===== src/rtl/keypad_scan.sv =====
// keypad_scan: scans a 3-column x 4-row telephone keypad. It debounces key
// presses and releases, and turns each accepted press into a one-cycle event
// for the downstream watch block.
//
// Ports
//   clk_i        system clock (1 kHz)
//   rst_i        asynchronous active-high reset
//   key_row_i    row sense, active-low, bit 0 = top row
//   key_col_o    column drive, active-low, exactly one bit low, bit 0 = left
//   num_input_o  last accepted digit 0-9, held until the next digit
//   num_valid_o  one-cycle strobe coincident with num_input_o updating
//   set_time_o   one-cycle strobe on '#'
//   clr_pulse_o  one-cycle strobe on '*'
//
// Optional feature: define KEYPAD_REPEAT_EN to re-emit num_valid_o every
// REPEAT_CNT cycles while a digit key stays held. Without it there is exactly
// one event per press.
//
// state     | meaning
// ----------+---------------------------------------------------------
// SCAN      | rotating columns, rows sampled on last cycle of each slot
// DEB_PRESS | column frozen, counting consecutive samples of same row
// HELD      | event emitted, waiting for a no-key sample
// DEB_REL   | counting consecutive no-key samples before rescanning

module keypad_scan #(
  parameter int SCAN_DIV   = 2,
  parameter int DEB_CNT    = 20,
  parameter int REPEAT_CNT = 250
) (
  input  logic       clk_i,
  input  logic       rst_i,
  input  logic [3:0] key_row_i,
  output logic [2:0] key_col_o,
  output logic [3:0] num_input_o,
  output logic       num_valid_o,
  output logic       set_time_o,
  output logic       clr_pulse_o
);

  typedef enum logic [1:0] {
    S_SCAN      = 2'd0,
    S_DEB_PRESS = 2'd1,
    S_HELD      = 2'd2,
    S_DEB_REL   = 2'd3
  } state_t;

  localparam logic [7:0] DIV_LAST = 8'(SCAN_DIV - 1);
  localparam logic [7:0] DEB_TC   = 8'(DEB_CNT);

  state_t     state_q, state_d;
  logic [1:0] col_q, col_d;
  logic [2:0] key_col_q, key_col_d;
  logic [7:0] div_q, div_d;
  logic [3:0] row_q, row_d;
  logic [7:0] deb_q, deb_d;
  logic [3:0] num_q, num_d;
  logic       valid_q, valid_d;
  logic       set_q, set_d;
  logic       clr_q, clr_d;

`ifdef KEYPAD_REPEAT_EN
  localparam logic [15:0] REP_LD = 16'(REPEAT_CNT);
  logic [15:0] rep_q, rep_d;
`endif

  logic [3:0] row_low;
  logic       one_low;
  logic [7:0] deb_inc;
  logic [1:0] col_next;
  logic       emit;
  logic [1:0] evt_ri;
  logic [3:0] evt_digit;
  logic       evt_star, evt_hash;

  // A sample is a key only when exactly one row is pulled low; ghosting
  // patterns with several rows low count as no key.
  assign row_low  = ~key_row_i;
  assign one_low  = (row_low != 4'd0) && ((row_low & (row_low - 4'd1)) == 4'd0);
  assign deb_inc  = (deb_q == 8'hFF) ? deb_q : deb_q + 8'd1;
  assign col_next = (col_q == 2'd2) ? 2'd0 : col_q + 2'd1;

  // Event decode uses row_d so a press accepted straight from SCAN
  // (DEB_CNT of 1) sees the row being latched this cycle.
  always_comb begin
    evt_ri = 2'd3;
    case (row_d)
      4'b1110: evt_ri = 2'd0;
      4'b1101: evt_ri = 2'd1;
      4'b1011: evt_ri = 2'd2;
      default: evt_ri = 2'd3;
    endcase
  end

  assign evt_star  = (evt_ri == 2'd3) && (col_q == 2'd0);
  assign evt_hash  = (evt_ri == 2'd3) && (col_q == 2'd2);
  assign evt_digit = (evt_ri == 2'd3) ? 4'd0
                   : 4'(evt_ri) * 4'd3 + 4'(col_q) + 4'd1;

  always_comb begin
    state_d = state_q;
    col_d   = col_q;
    div_d   = div_q;
    row_d   = row_q;
    deb_d   = deb_q;
    num_d   = num_q;
    valid_d = 1'b0;
    set_d   = 1'b0;
    clr_d   = 1'b0;
    emit    = 1'b0;
`ifdef KEYPAD_REPEAT_EN
    rep_d   = rep_q;
`endif

    case (state_q)
      S_SCAN: begin
        if (div_q >= DIV_LAST) begin
          div_d = 8'd0;
          if (one_low) begin
            row_d = key_row_i;
            deb_d = 8'd1;
            if (DEB_TC <= 8'd1) begin
              state_d = S_HELD;
              emit    = 1'b1;
            end else begin
              state_d = S_DEB_PRESS;
            end
          end else begin
            col_d = col_next;
          end
        end else begin
          div_d = div_q + 8'd1;
        end
      end

      S_DEB_PRESS: begin
        if (key_row_i == row_q) begin
          deb_d = deb_inc;
          if (deb_inc >= DEB_TC) begin
            state_d = S_HELD;
            emit    = 1'b1;
          end
        end else begin
          state_d = S_SCAN;
          col_d   = col_next;
          div_d   = 8'd0;
          deb_d   = 8'd0;
        end
      end

      S_HELD: begin
        if (!one_low) begin
          if (DEB_TC <= 8'd1) begin
            state_d = S_SCAN;
            col_d   = col_next;
            div_d   = 8'd0;
            deb_d   = 8'd0;
          end else begin
            state_d = S_DEB_REL;
            deb_d   = 8'd1;
          end
`ifdef KEYPAD_REPEAT_EN
          rep_d = 16'd0;
        end else if (rep_q != 16'd0) begin
          if (rep_q == 16'd1) begin
            valid_d = 1'b1;
            rep_d   = REP_LD;
          end else begin
            rep_d = rep_q - 16'd1;
          end
`endif
        end
      end

      S_DEB_REL: begin
        if (!one_low) begin
          deb_d = deb_inc;
          if (deb_inc >= DEB_TC) begin
            state_d = S_SCAN;
            col_d   = col_next;
            div_d   = 8'd0;
            deb_d   = 8'd0;
          end
        end else begin
          // Bounce during release: back to HELD without a new event.
          state_d = S_HELD;
          deb_d   = 8'd0;
        end
      end

      default: state_d = S_SCAN;
    endcase

    if (emit) begin
      if (evt_star) begin
        clr_d = 1'b1;
      end else if (evt_hash) begin
        set_d = 1'b1;
      end else begin
        num_d   = evt_digit;
        valid_d = 1'b1;
      end
`ifdef KEYPAD_REPEAT_EN
      rep_d = (evt_star || evt_hash) ? 16'd0 : REP_LD;
`endif
    end
  end

  always_comb begin
    key_col_d = 3'b110;
    case (col_d)
      2'd0:    key_col_d = 3'b110;
      2'd1:    key_col_d = 3'b101;
      2'd2:    key_col_d = 3'b011;
      default: key_col_d = 3'b110;
    endcase
  end

  always_ff @(posedge clk_i or posedge rst_i) begin
    if (rst_i) begin
      state_q   <= S_SCAN;
      col_q     <= 2'd0;
      key_col_q <= 3'b110;
      div_q     <= 8'd0;
      row_q     <= 4'hF;
      deb_q     <= 8'd0;
      num_q     <= 4'd0;
      valid_q   <= 1'b0;
      set_q     <= 1'b0;
      clr_q     <= 1'b0;
`ifdef KEYPAD_REPEAT_EN
      rep_q     <= 16'd0;
`endif
    end else begin
      state_q   <= state_d;
      col_q     <= col_d;
      key_col_q <= key_col_d;
      div_q     <= div_d;
      row_q     <= row_d;
      deb_q     <= deb_d;
      num_q     <= num_d;
      valid_q   <= valid_d;
      set_q     <= set_d;
      clr_q     <= clr_d;
`ifdef KEYPAD_REPEAT_EN
      rep_q     <= rep_d;
`endif
    end
  end

  assign key_col_o   = key_col_q;
  assign num_input_o = num_q;
  assign num_valid_o = valid_q;
  assign set_time_o  = set_q;
  assign clr_pulse_o = clr_q;

endmodule


===== config.mk =====
export PLATFORM = sky130hd
export DESIGN_NAME = keypad_scan
export DESIGN_NICKNAME = d
export VERILOG_FILES = /design/src/rtl/keypad_scan.sv
export SDC_FILE = /design/constraint.sdc
export NUM_CORES = 1
export LEC_CHECK = 0
export BUFFER_PORTS_ARGS = -buffer_cell sky130_fd_sc_hd__buf_2
export CORE_UTILIZATION = 64
export CTS_BUF_LIST = sky130_fd_sc_hd__clkbuf_16
export DETAILED_ROUTE_END_ITERATION = 10
export PLACE_DENSITY = 0.84
export SYNTH_ARGS = -nofsm -noshare
export SYNTH_HDL_FRONTEND = slang
export SYNTH_SLANG_ARGS = --single-unit

===== constraint.sdc =====
create_clock -name clk_i -period 8.65 [get_ports clk_i]
set_clock_uncertainty 0.05 [all_clocks]
set_input_delay 1.2975 -clock clk_i [delete_from_list [all_inputs] [get_ports clk_i]]
set_output_delay 1.2975 -clock clk_i [all_outputs]
set_load 0.1 [all_outputs]

==> qor.yml, run 1 <==
max_freq_mhz: 235.4
crit_type: "input port to flip-flop"
critPathCaptureType: "flip-flop"
cap_violations: 0
clk_path_buf_depth: 2
period_needed_ns: 4.247
hpwl_um: 3120
hold-path-cell-count: 1
netlist_area_sq_um: 2108
clk_pin_slew_worst_paths_ns: 0.05
finalWorstSetupSlack_ns: 4.403
hold_class: "flip-flop to flip-flop"
p_leak_nw: 1.059
die_width_um: 59.40
grt_pass1_wl_um: 7065
numPortBuffers: 15
clkLatencyLatePin_ns: 0.28
tightest_slew_ns: 0.6640
fin_hold_ws_ns: 0.4540
powerDensity_nw_per_um2: 312.8
drive_gt1_frac: 0.1631
finalSetupViolCount: 0
cp-start-kind: "input port"
setup_tns_ns: 0
drt_first_iter_violations: 76
synth-edff-count: 0
place.gp.congestion: 0.8179
power.total_uw: 727.6
grt_start_max_net_pins: 35
initial_utilization: 0.6850
report.final.slew_viol_count: 0
numCtsBuffers: 5
ys_ff_latch: 34
yosys_warnings: 0
seq_area_frac_synth: 0.4071
cp_slowest_cell: "o311ai_4"
core_sq_um: 3078
peakVddDrop_mv: 0.2302
gr-total-overflow: 0
finalHoldViolations: 0
post_cts_buffers: 0
cts_resized: 0
netlist_instances: 219
worstPathArrival_ns: 4.36
routedWlPerCell_um: 15.37
post-route-period-util: 0.4910
first_pass_iters: 4
area_growth_syn_to_layout_pct: 10.33
relSlewSlack: 0.5532
nets: 251
max_stage_delay_ns: 0.42
fp-row-count: 20
h-tree-depth: 2
cts_tree: "built"
cts_root_buf: "clkbuf_16"
syn_nets: 237
antenna_found_initial: 0
die_h_um: 59.40
yosysUniqueCellTypes: 52
holdBufCountCts: 0
outcome: "finished clean"
drtAntennaViolNets: 0
synth_ff_type: "dfrtp_1"
clkSinkCount: 34
cp_max_fo: 8
rsz0062_at_grt: "no"
io_pins: 16
drc: 0
ys_async_sr_fraction: 1.000
n_antenna_cell: 0
path_cells: "buf_2 -> xor2_1 -> and3_1 -> o311ai_4 -> mux2_2 -> nand3b_1 -> ha_1 -> nand2_1 -> mux2_2 -> nand2_1 -> ha_1 -> inv_1 -> fa_1 -> xnor2_1 -> a22o_1"
vias: 1680
drt-total-wl_um: 4258
reg2reg_depth: 16
die_area_sq_um: 3528
dp_slack_ns: 4.125
grt_usage: 0.2729
via_per_inst: 6.065
grt_pass1_vias: 1611
syn_area_per_cell_sq_um: 9.627
critPathRequiredTime_ns: 8.76
num-fill-cells: 223
synth_stat cells (4+ instances only):
cell type,number,area share
inv_1,16,0.028
and2_1,4,0.012
mux2_2,4,0.021
a22o_1,4,0.017
nor2_1,17,0.030
dfstp_2,6,0.075
nand3_1,7,0.017
mux2i_1,5,0.024
nand2_1,19,0.034
clkbuf_1,4,0.0071
xnor2_1,5,0.021
dfrtp_1,28,0.33
ha_1,11,0.065
o21ai_1,6,0.014
nor4_1,4,0.012
a41oi_1,4,0.017
a21oi_1,11,0.026
nor3_1,5,0.012
o21ai_0,7,0.017
state kept, by name, summed over array words and instances (netlist names):
signal and cells:
deb_q 8, div_q 8, num_input_o 4, row_q 4
key_col_o 3, col_q 2, state_q 2, clr_pulse_o 1
num_valid_o 1, set_time_o 1
report_power, final:
group	leakage [nW]	internal (mW)	switching, mW
combinational	0.549	0.121	0.203
clock	0.0685	0.103	0.0603
sequential	0.442	0.201	0.0393
critical path, delay by kind of cell:
family                   cells  cell delay [ns]
buffers and inverters        2             0.21
AND/OR/NAND/NOR              4             0.46
XOR/XNOR                     2             0.32
multiplexers                 2             0.73
AO/OA/AOI/OAI                2             0.62
adder cells (fa/ha/maj)      3             0.71
kinds of logic after synthesis:
group,share of synthesized area
simple gates,0.1745
flops,0.4071
mux,0.04510
fa+ha+maj,0.07478
buf+inv,0.05697
xor+xnor,0.02493
compound gates,0.2166
cells in the final DEF, fill, tap and decap left out, types with 3 or more instances in the layout:
cell       instances
a21oi_1           11
a22o_1             4
a41oi_1            4
and2_1             4
and3_1             3
buf_2             15
clkbuf_16          5
clkinv_1           3
dfrtp_1           28
dfstp_2            6
ha_1              11
inv_1             17
mux2_2             4
mux2i_1            5
nand2_1           19
nand3_1            7
nand4_1            3
nor2_1            17
nor3_1             5
nor4_1             4
o211ai_1           3
o21ai_0            7
o21ai_1            6
o21bai_1           3
o22ai_1            3
xnor2_1            5
final cells by class:
cell class                 count  area, sq um  area share
tap                           44        55.05     0.02367
clock inverter                 2        7.507    0.003228
inverter                      18        67.56     0.02905
clock buffer                   5        125.1     0.05379
timing repair buffer          16        82.58     0.03550
sequential                    34        858.3      0.3690
multi-input combinational    158         1130      0.4857
routing by layer:
metal | track usage | part of all wire | vias to the layer above
met5 | 0 | 0 | -
met4 | 0.09864 | 0.014 | 0
met3 | 0.06550 | 0.030 | 5
met2 | 0.4864 | 0.52 | 32
met1 | 0.3162 | 0.43 | 820
li1 | - | - | 823
final timing paths:
| check | start | to | slack (ns) |
|---|---|---|---|
| setup / recovery | key_row_i[3] | num_input_o[2] | 4.40 |
| hold / removal | div_q[7] | div_q[7] | 0.45 |
| setup reg to reg | div_q[0] | num_input_o[2] | 4.99 |
| hold reg to reg | div_q[7] | div_q[7] | 0.45 |
| max in group asynchronous | rst_i | key_col_o[2] | 7.16 |
| min in group asynchronous | rst_i | deb_q[6] | 1.05 |
metrics by stage:
stage,std cells,area (sq um),utilization
2_1_floorplan,219,2108,-
3_3_place_gp,270,2193,0.7126
3_5_place_dp,270,2193,0.7126
4_1_cts,277,2326,0.7557
5_1_grt,277,2326,0.7557
6_report,277,2326,0.7557
Power figures use the tool's default switching activity.
==> inputs of run 2 (changes only) <==
--- a/config.mk
+++ b/config.mk
@@ -6,10 +6,10 @@
 export NUM_CORES = 1
 export LEC_CHECK = 0
 export BUFFER_PORTS_ARGS = -buffer_cell sky130_fd_sc_hd__buf_2
-export CORE_UTILIZATION = 64
+export CORE_UTILIZATION = 60
 export CTS_BUF_LIST = sky130_fd_sc_hd__clkbuf_16
 export DETAILED_ROUTE_END_ITERATION = 10
-export PLACE_DENSITY = 0.84
+export PLACE_DENSITY = 0.8
 export SYNTH_ARGS = -nofsm -noshare
 export SYNTH_HDL_FRONTEND = slang
 export SYNTH_SLANG_ARGS = --single-unit
==> constraint.sdc (replaced) <==
create_clock -name clk_i -period 4.1 [get_ports clk_i]
set_clock_uncertainty 0.05 [all_clocks]
set_input_delay 0.615 -clock clk_i [delete_from_list [all_inputs] [get_ports clk_i]]
set_output_delay 0.615 -clock clk_i [all_outputs]
set_load 0.1 [all_outputs]
==> qor.yml, run 2 (same netlist as run 1, synthesis figures left out) <==
relSlewSlack: 0.5489
antenna_found_initial: 0
r2r-end: "num_input_o[2]"
nets: 252
die_area_sq_um: 3755
first_pass_iters: 4
hold_class: "input port to async pin"
n_antenna_cell: 0
fp-row-count: 21
post-route-period-util: 0.8997
outcome: "finished clean"
place.gp.congestion: 0.7664
clk_pin_slew_worst_paths_ns: 0.06
grt_start_max_net_pins: 35
clk_path_buf_depth: 2
dp_slack_ns: 0.4647
clkSinkCount: 34
critPathLaunch: "div_q[0]"
max_freq_mhz: 271.1
tightest_slew_ns: 0.6705
cts_resized: 0
reg2reg_depth: 16
clkLatencyLatePin_ns: 0.28
peakVddDrop_mv: 0.4253
cp-start-kind: "flip-flop"
cp_max_fo: 6
drt-total-wl_um: 4233
grt_pass1_wl_um: 6913
numPortBuffers: 15
period_needed_ns: 3.689
cts_root_buf: "clkbuf_16"
critPathCaptureType: "flip-flop"
final_cell_mix: "dfrtp_1, nand2_1, nor2_1"
finalWorstSetupSlack_ns: 0.4114
critPathRequiredTime_ns: 4.22
drtAntennaViolNets: 0
core_sq_um: 3363
numCtsBuffers: 5
area_growth_syn_to_layout_pct: 12.58
via_per_inst: 6.107
powerDensity_nw_per_um2: 687.6
die_width_um: 61.28
routedWlPerCell_um: 15.06
drt_first_iter_violations: 124
h-tree-depth: 2
grt_usage: 0.2536
p_leak_nw: 1.071
r2r-start: "div_q[0]"
fin_hold_ws_ns: 0.3669
setup_tns_ns: 0
rsz0062_at_grt: "no"
holdBufCountCts: 0
largestRegisters: "deb_q: 8 flops, div_q: 8 flops"
ff2ff_setup_slack_ns: 0.41
vias: 1716
num-fill-cells: 257
crit_type: "flip-flop to flip-flop"
finalHoldViolations: 0
initial_utilization: 0.6269
post_cts_buffers: 0
cap_violations: 0
gr-total-overflow: 0
report.final.slew_viol_count: 0
finalSetupViolCount: 0
drc: 0
io_pins: 16
drive_gt1_frac: 0.1787
worstPathArrival_ns: 3.81
hpwl_um: 2870
cts_tree: "built"
mostFrequentLayoutCell: "dfrtp_1"
grt_pass1_vias: 1545
die_h_um: 61.28
run 2: changes by cell type in the layout (fill, tap and decap cells not counted):
cell	before	now
buf_4	1	2
bufinv_16	0	1
clkinv_1	3	2
clkinvlp_4	0	2
inv_1	17	16
run 2: worst max path at each step:
stage                           to  slack (ns)
CTS                 num_input_o[2]        0.39
detailed placement  num_input_o[1]        0.46
global placement    num_input_o[2]        0.51
global route        num_input_o[2]        0.11
finish              num_input_o[2]        0.41
floorplan           num_input_o[2]        0.51
run 2: final cells by class:
cell class | instances | area (sq um) | area share
clock inverter | 3 | 45.04 | 0.01898
clock buffer | 5 | 125.1 | 0.05271
timing repair buffer | 17 | 90.09 | 0.03795
multi-input combinational | 158 | 1130 | 0.4760
sequential | 34 | 858.3 | 0.3616
tap | 46 | 57.56 | 0.02425
inverter | 18 | 67.56 | 0.02847
run 2: metal layers:
metal	vias up	track usage	wire, um
li1	822	-	-
met1	840	0.3405	2024
met2	46	0.3991	1962
met3	8	0.05042	172
met4	0	0.1104	74
met5	-	0	0
run 2: worst max-delay path: stages (launching register included):
cell,delay (ns)
dfrtp_1,0.42
inv_1,0.10
ha_1,0.14
nor4b_1,0.34
a21oi_1,0.22
o311ai_4,0.15
mux2_2,0.41
nand3b_1,0.12
ha_1,0.19
nand2_1,0.08
mux2_2,0.33
nand2_1,0.08
ha_1,0.17
inv_1,0.06
fa_1,0.38
xnor2_1,0.14
a22o_1,0.20
run 2: through the flow:
step                      cell area, sq um  power (mW)  std cells  utilization
after floorplan                       2108       1.052        219            -
after global placement                2203       1.158        273       0.6551
after detailed placement              2203       1.181        273       0.6551
after CTS                             2374       1.634        281       0.7057
after global routing                  2374       1.743        281       0.7057
final                                 2374       1.632        281       0.7057
run 2: where the power goes:
group	total (mW)	internal (mW)	switching (mW)
Sequential	0.511	0.423	0.0871
Clock	0.429	0.286	0.143
Combinational	0.692	0.261	0.432
==> inputs of run 3 (changes only) <==
==> config.mk (replaced) <==
export PLATFORM = sky130hd
export DESIGN_NAME = keypad_scan
export DESIGN_NICKNAME = d
export VERILOG_FILES = /design/src/rtl/keypad_scan.sv
export SDC_FILE = /design/constraint.sdc
export NUM_CORES = 1
export LEC_CHECK = 0
export ABC_AREA = 1
export BUFFER_PORTS_ARGS = -buffer_cell sky130_fd_sc_hd__buf_4
export CORE_UTILIZATION = 60
export CTS_BUF_LIST = sky130_fd_sc_hd__clkbuf_16
export DETAILED_ROUTE_END_ITERATION = 10
export PLACE_DENSITY = 0.79
export SYNTH_ARGS = -nofsm -noshare
export SYNTH_HDL_FRONTEND = slang
export SYNTH_SLANG_ARGS = --single-unit
==> qor.yml, run 3 <==
outcome: "finished clean"
netlist_area_sq_um: 2165
yosysUniqueCellTypes: 28
die_h_um: 62.07
worstPathArrival_ns: 3.18
drc: 0
grt_pass1_vias: 1660
rsz0062_at_grt: "no"
max_stage_delay_ns: 0.42
yosysTopAreaCell: "dfrtp_1"
yosys.area_share.adder: 0.07283
synth_ff_type: "dfrtp_1"
cp-start-kind: "flip-flop"
synth_most_common_cell: "nand2_1"
dp_slack_ns: 0.9851
n_antenna_cell: 0
switching_share: 0.4622
max_freq_mhz: 330.9
p_switching_uw: 827.6
synth_top_family_by_area: "simple AND/OR/NAND/NOR gates"
fp-row-count: 21
tightest_slew_ns: 0.4569
synth-compound-area-share: 0.05665
netlist_instances: 290
relSlewSlack: 0.6954
place.gp.congestion: 0.7861
grt_start_max_net_pins: 35
area_growth_syn_to_layout_pct: 14.51
clkSinkCount: 34
period_needed_ns: 3.022
routedWlPerCell_um: 11.44
ys_ff_latch: 34
clk_path_buf_depth: 2
clkLatencyLatePin_ns: 0.28
share_comb_of_total_power: 0.529
synth-xor-area-share: 0.02832
critPathRequiredTime_ns: 4.26
gr-total-overflow: 0
h-tree-depth: 2
drtAntennaViolNets: 0
power.total_mw: 1.791
cp_max_fo: 4
post-route-period-util: 0.7371
holdBufCountCts: 0
clk_pin_slew_worst_paths_ns: 0.05
drive_gt1_frac: 0.1688
grt_pass1_wl_um: 6755
num-fill-cells: 276
cap_violations: 0
post_cts_buffers: 0
final_cell_mix: "nand2_1, inv_1, nor2_1"
finalSetupViolCount: 0
drt-total-wl_um: 4119
powerDensity_nw_per_um2: 722.4
hold_class: "input port to async pin"
crit_type: "flip-flop to flip-flop"
p_leak_nw: 1.353
nets: 331
largestRegisters: "deb_q: 8 flops, div_q: 8 flops"
io_pins: 16
vias: 1820
syn_area_per_cell_sq_um: 7.464
drt_first_iter_violations: 118
grt_usage: 0.2427
synthTopCellsByCount: "nand2_1, inv_1, nor2_1"
peakVddDrop_mv: 0.6527
synth_area_leaders: "dfrtp_1, nand2_1, inv_1"
antenna_found_initial: 0
ys_async_sr_fraction: 1.000
finalHoldViolations: 0
synth-simple-area-share: 0.3566
finalWorstSetupSlack_ns: 1.078
die_width_um: 62.07
critPathCaptureType: "flip-flop"
synth_top_area_frac: 0.3237
syn_nets: 308
first_pass_iters: 4
numPortBuffers: 15
path_cells: "inv_1 -> ha_1 -> nand2_1 -> nor2_1 -> nand2_1 -> nand4_1 -> nand2_1 -> nand2_1 -> nor2_1 -> nand3_1 -> ha_1 -> ha_1 -> inv_1 -> fa_1 -> xnor2_1 -> nand3_1 -> nand2_1"
report.final.slew_viol_count: 0
cts_root_buf: "clkbuf_16"
cp_slowest_cell: "fa_1"
numCtsBuffers: 5
hpwl_um: 3044
yosys_warnings: 0
synthMuxAreaShare: 0
seqPwrFrac: 0.278
critPathLaunch: "div_q[0]"
initial_utilization: 0.6386
die_area_sq_um: 3852
ff_latch_area_sq_um: 858.3
cts_tree: "built"
r2r-start: "div_q[0]"
p_int_uw: 963.0
cts_resized: 0
setup_tns_ns: 0
core_sq_um: 3390
synth-edff-count: 0
multi_input_area_sq_um: 1114
cpMostUsedCell: "nand2_1"
seq_area_frac_synth: 0.3965
pwr-share-clk: 0.193
mostFrequentLayoutCell: "nand2_1"
via_per_inst: 5.056
==> run 3: layout make-up <==
cell class	count	area share
multi-input cells	206	0.4493
flip-flops and latches	34	0.3463
inverters	50	0.07774
clock buffers	5	0.05048
repair buffers	16	0.04846
well taps	46	0.02322
clock inverters	3	0.004543
==> run 3: final timing paths <==
| kind | to | slack (ns) | cells after the start |
|---|---|---|---|
| max | num_input_o[2] | 1.08 | 17 |
| min | num_valid_o | 0.39 | 3 |
| max reg2reg | num_input_o[2] | 1.08 | 17 |
| min reg2reg | num_input_o[0] | 0.42 | 2 |
| max in group asynchronous | key_col_o[2] | 3.28 | 3 |
| min in group clk_i | num_input_o[0] | 0.42 | 2 |
==> run 3: layer usage <==
layer	global-route usage	up-vias	routed length, um
met5	0	-	0
met1	0.3104	837	1992
met4	0.07619	0	58
li1	-	953	-
met3	0.04969	6	123
met2	0.4119	24	1944
==> run 3: kinds of logic (layout without fill, tap and decap cells) <==
group	after synthesis	after routing
and+or+nand+nor	163	163
buffers and inverters	50	74
xor gates and xnor gates	7	7
DFF	34	34
adders and majority gates	12	12
AOI/OAI and AO/OA	24	24
==> run 3: power by group through the flow <==
stage               Clock [mW]  Sequential (mW)  Combinational (mW)
floorplan                    0            0.587               0.657
finish                   0.346            0.497               0.947
global placement             0            0.500               0.913
global route             0.361            0.506                1.09
CTS                      0.350            0.497               0.950
detailed placement           0            0.501               0.940
==> run 3: through the flow <==
| stage | instance area [sq um] | util | hold WS, ns | cells |
|---|---|---|---|---|
| floorplan | 2165 | - | 0.4212 | 290 |
| global placement | 2342 | 0.6910 | 0.4079 | 352 |
| detailed placement | 2342 | 0.6910 | 0.4096 | 352 |
| CTS | 2479 | 0.7313 | 0.4040 | 360 |
| global route | 2479 | 0.7313 | 0.4567 | 360 |
| finish | 2479 | 0.7313 | 0.3879 | 360 |
==> run 3: worst max-delay path, delay by kind of cell, from the launching register on <==
kind,cells,cell delay [ns]
xor gates and xnor gates,1,0.17
DFF,1,0.39
buffers and inverters,2,0.14
and+or+nand+nor,10,0.93
adders and majority gates,4,1.28
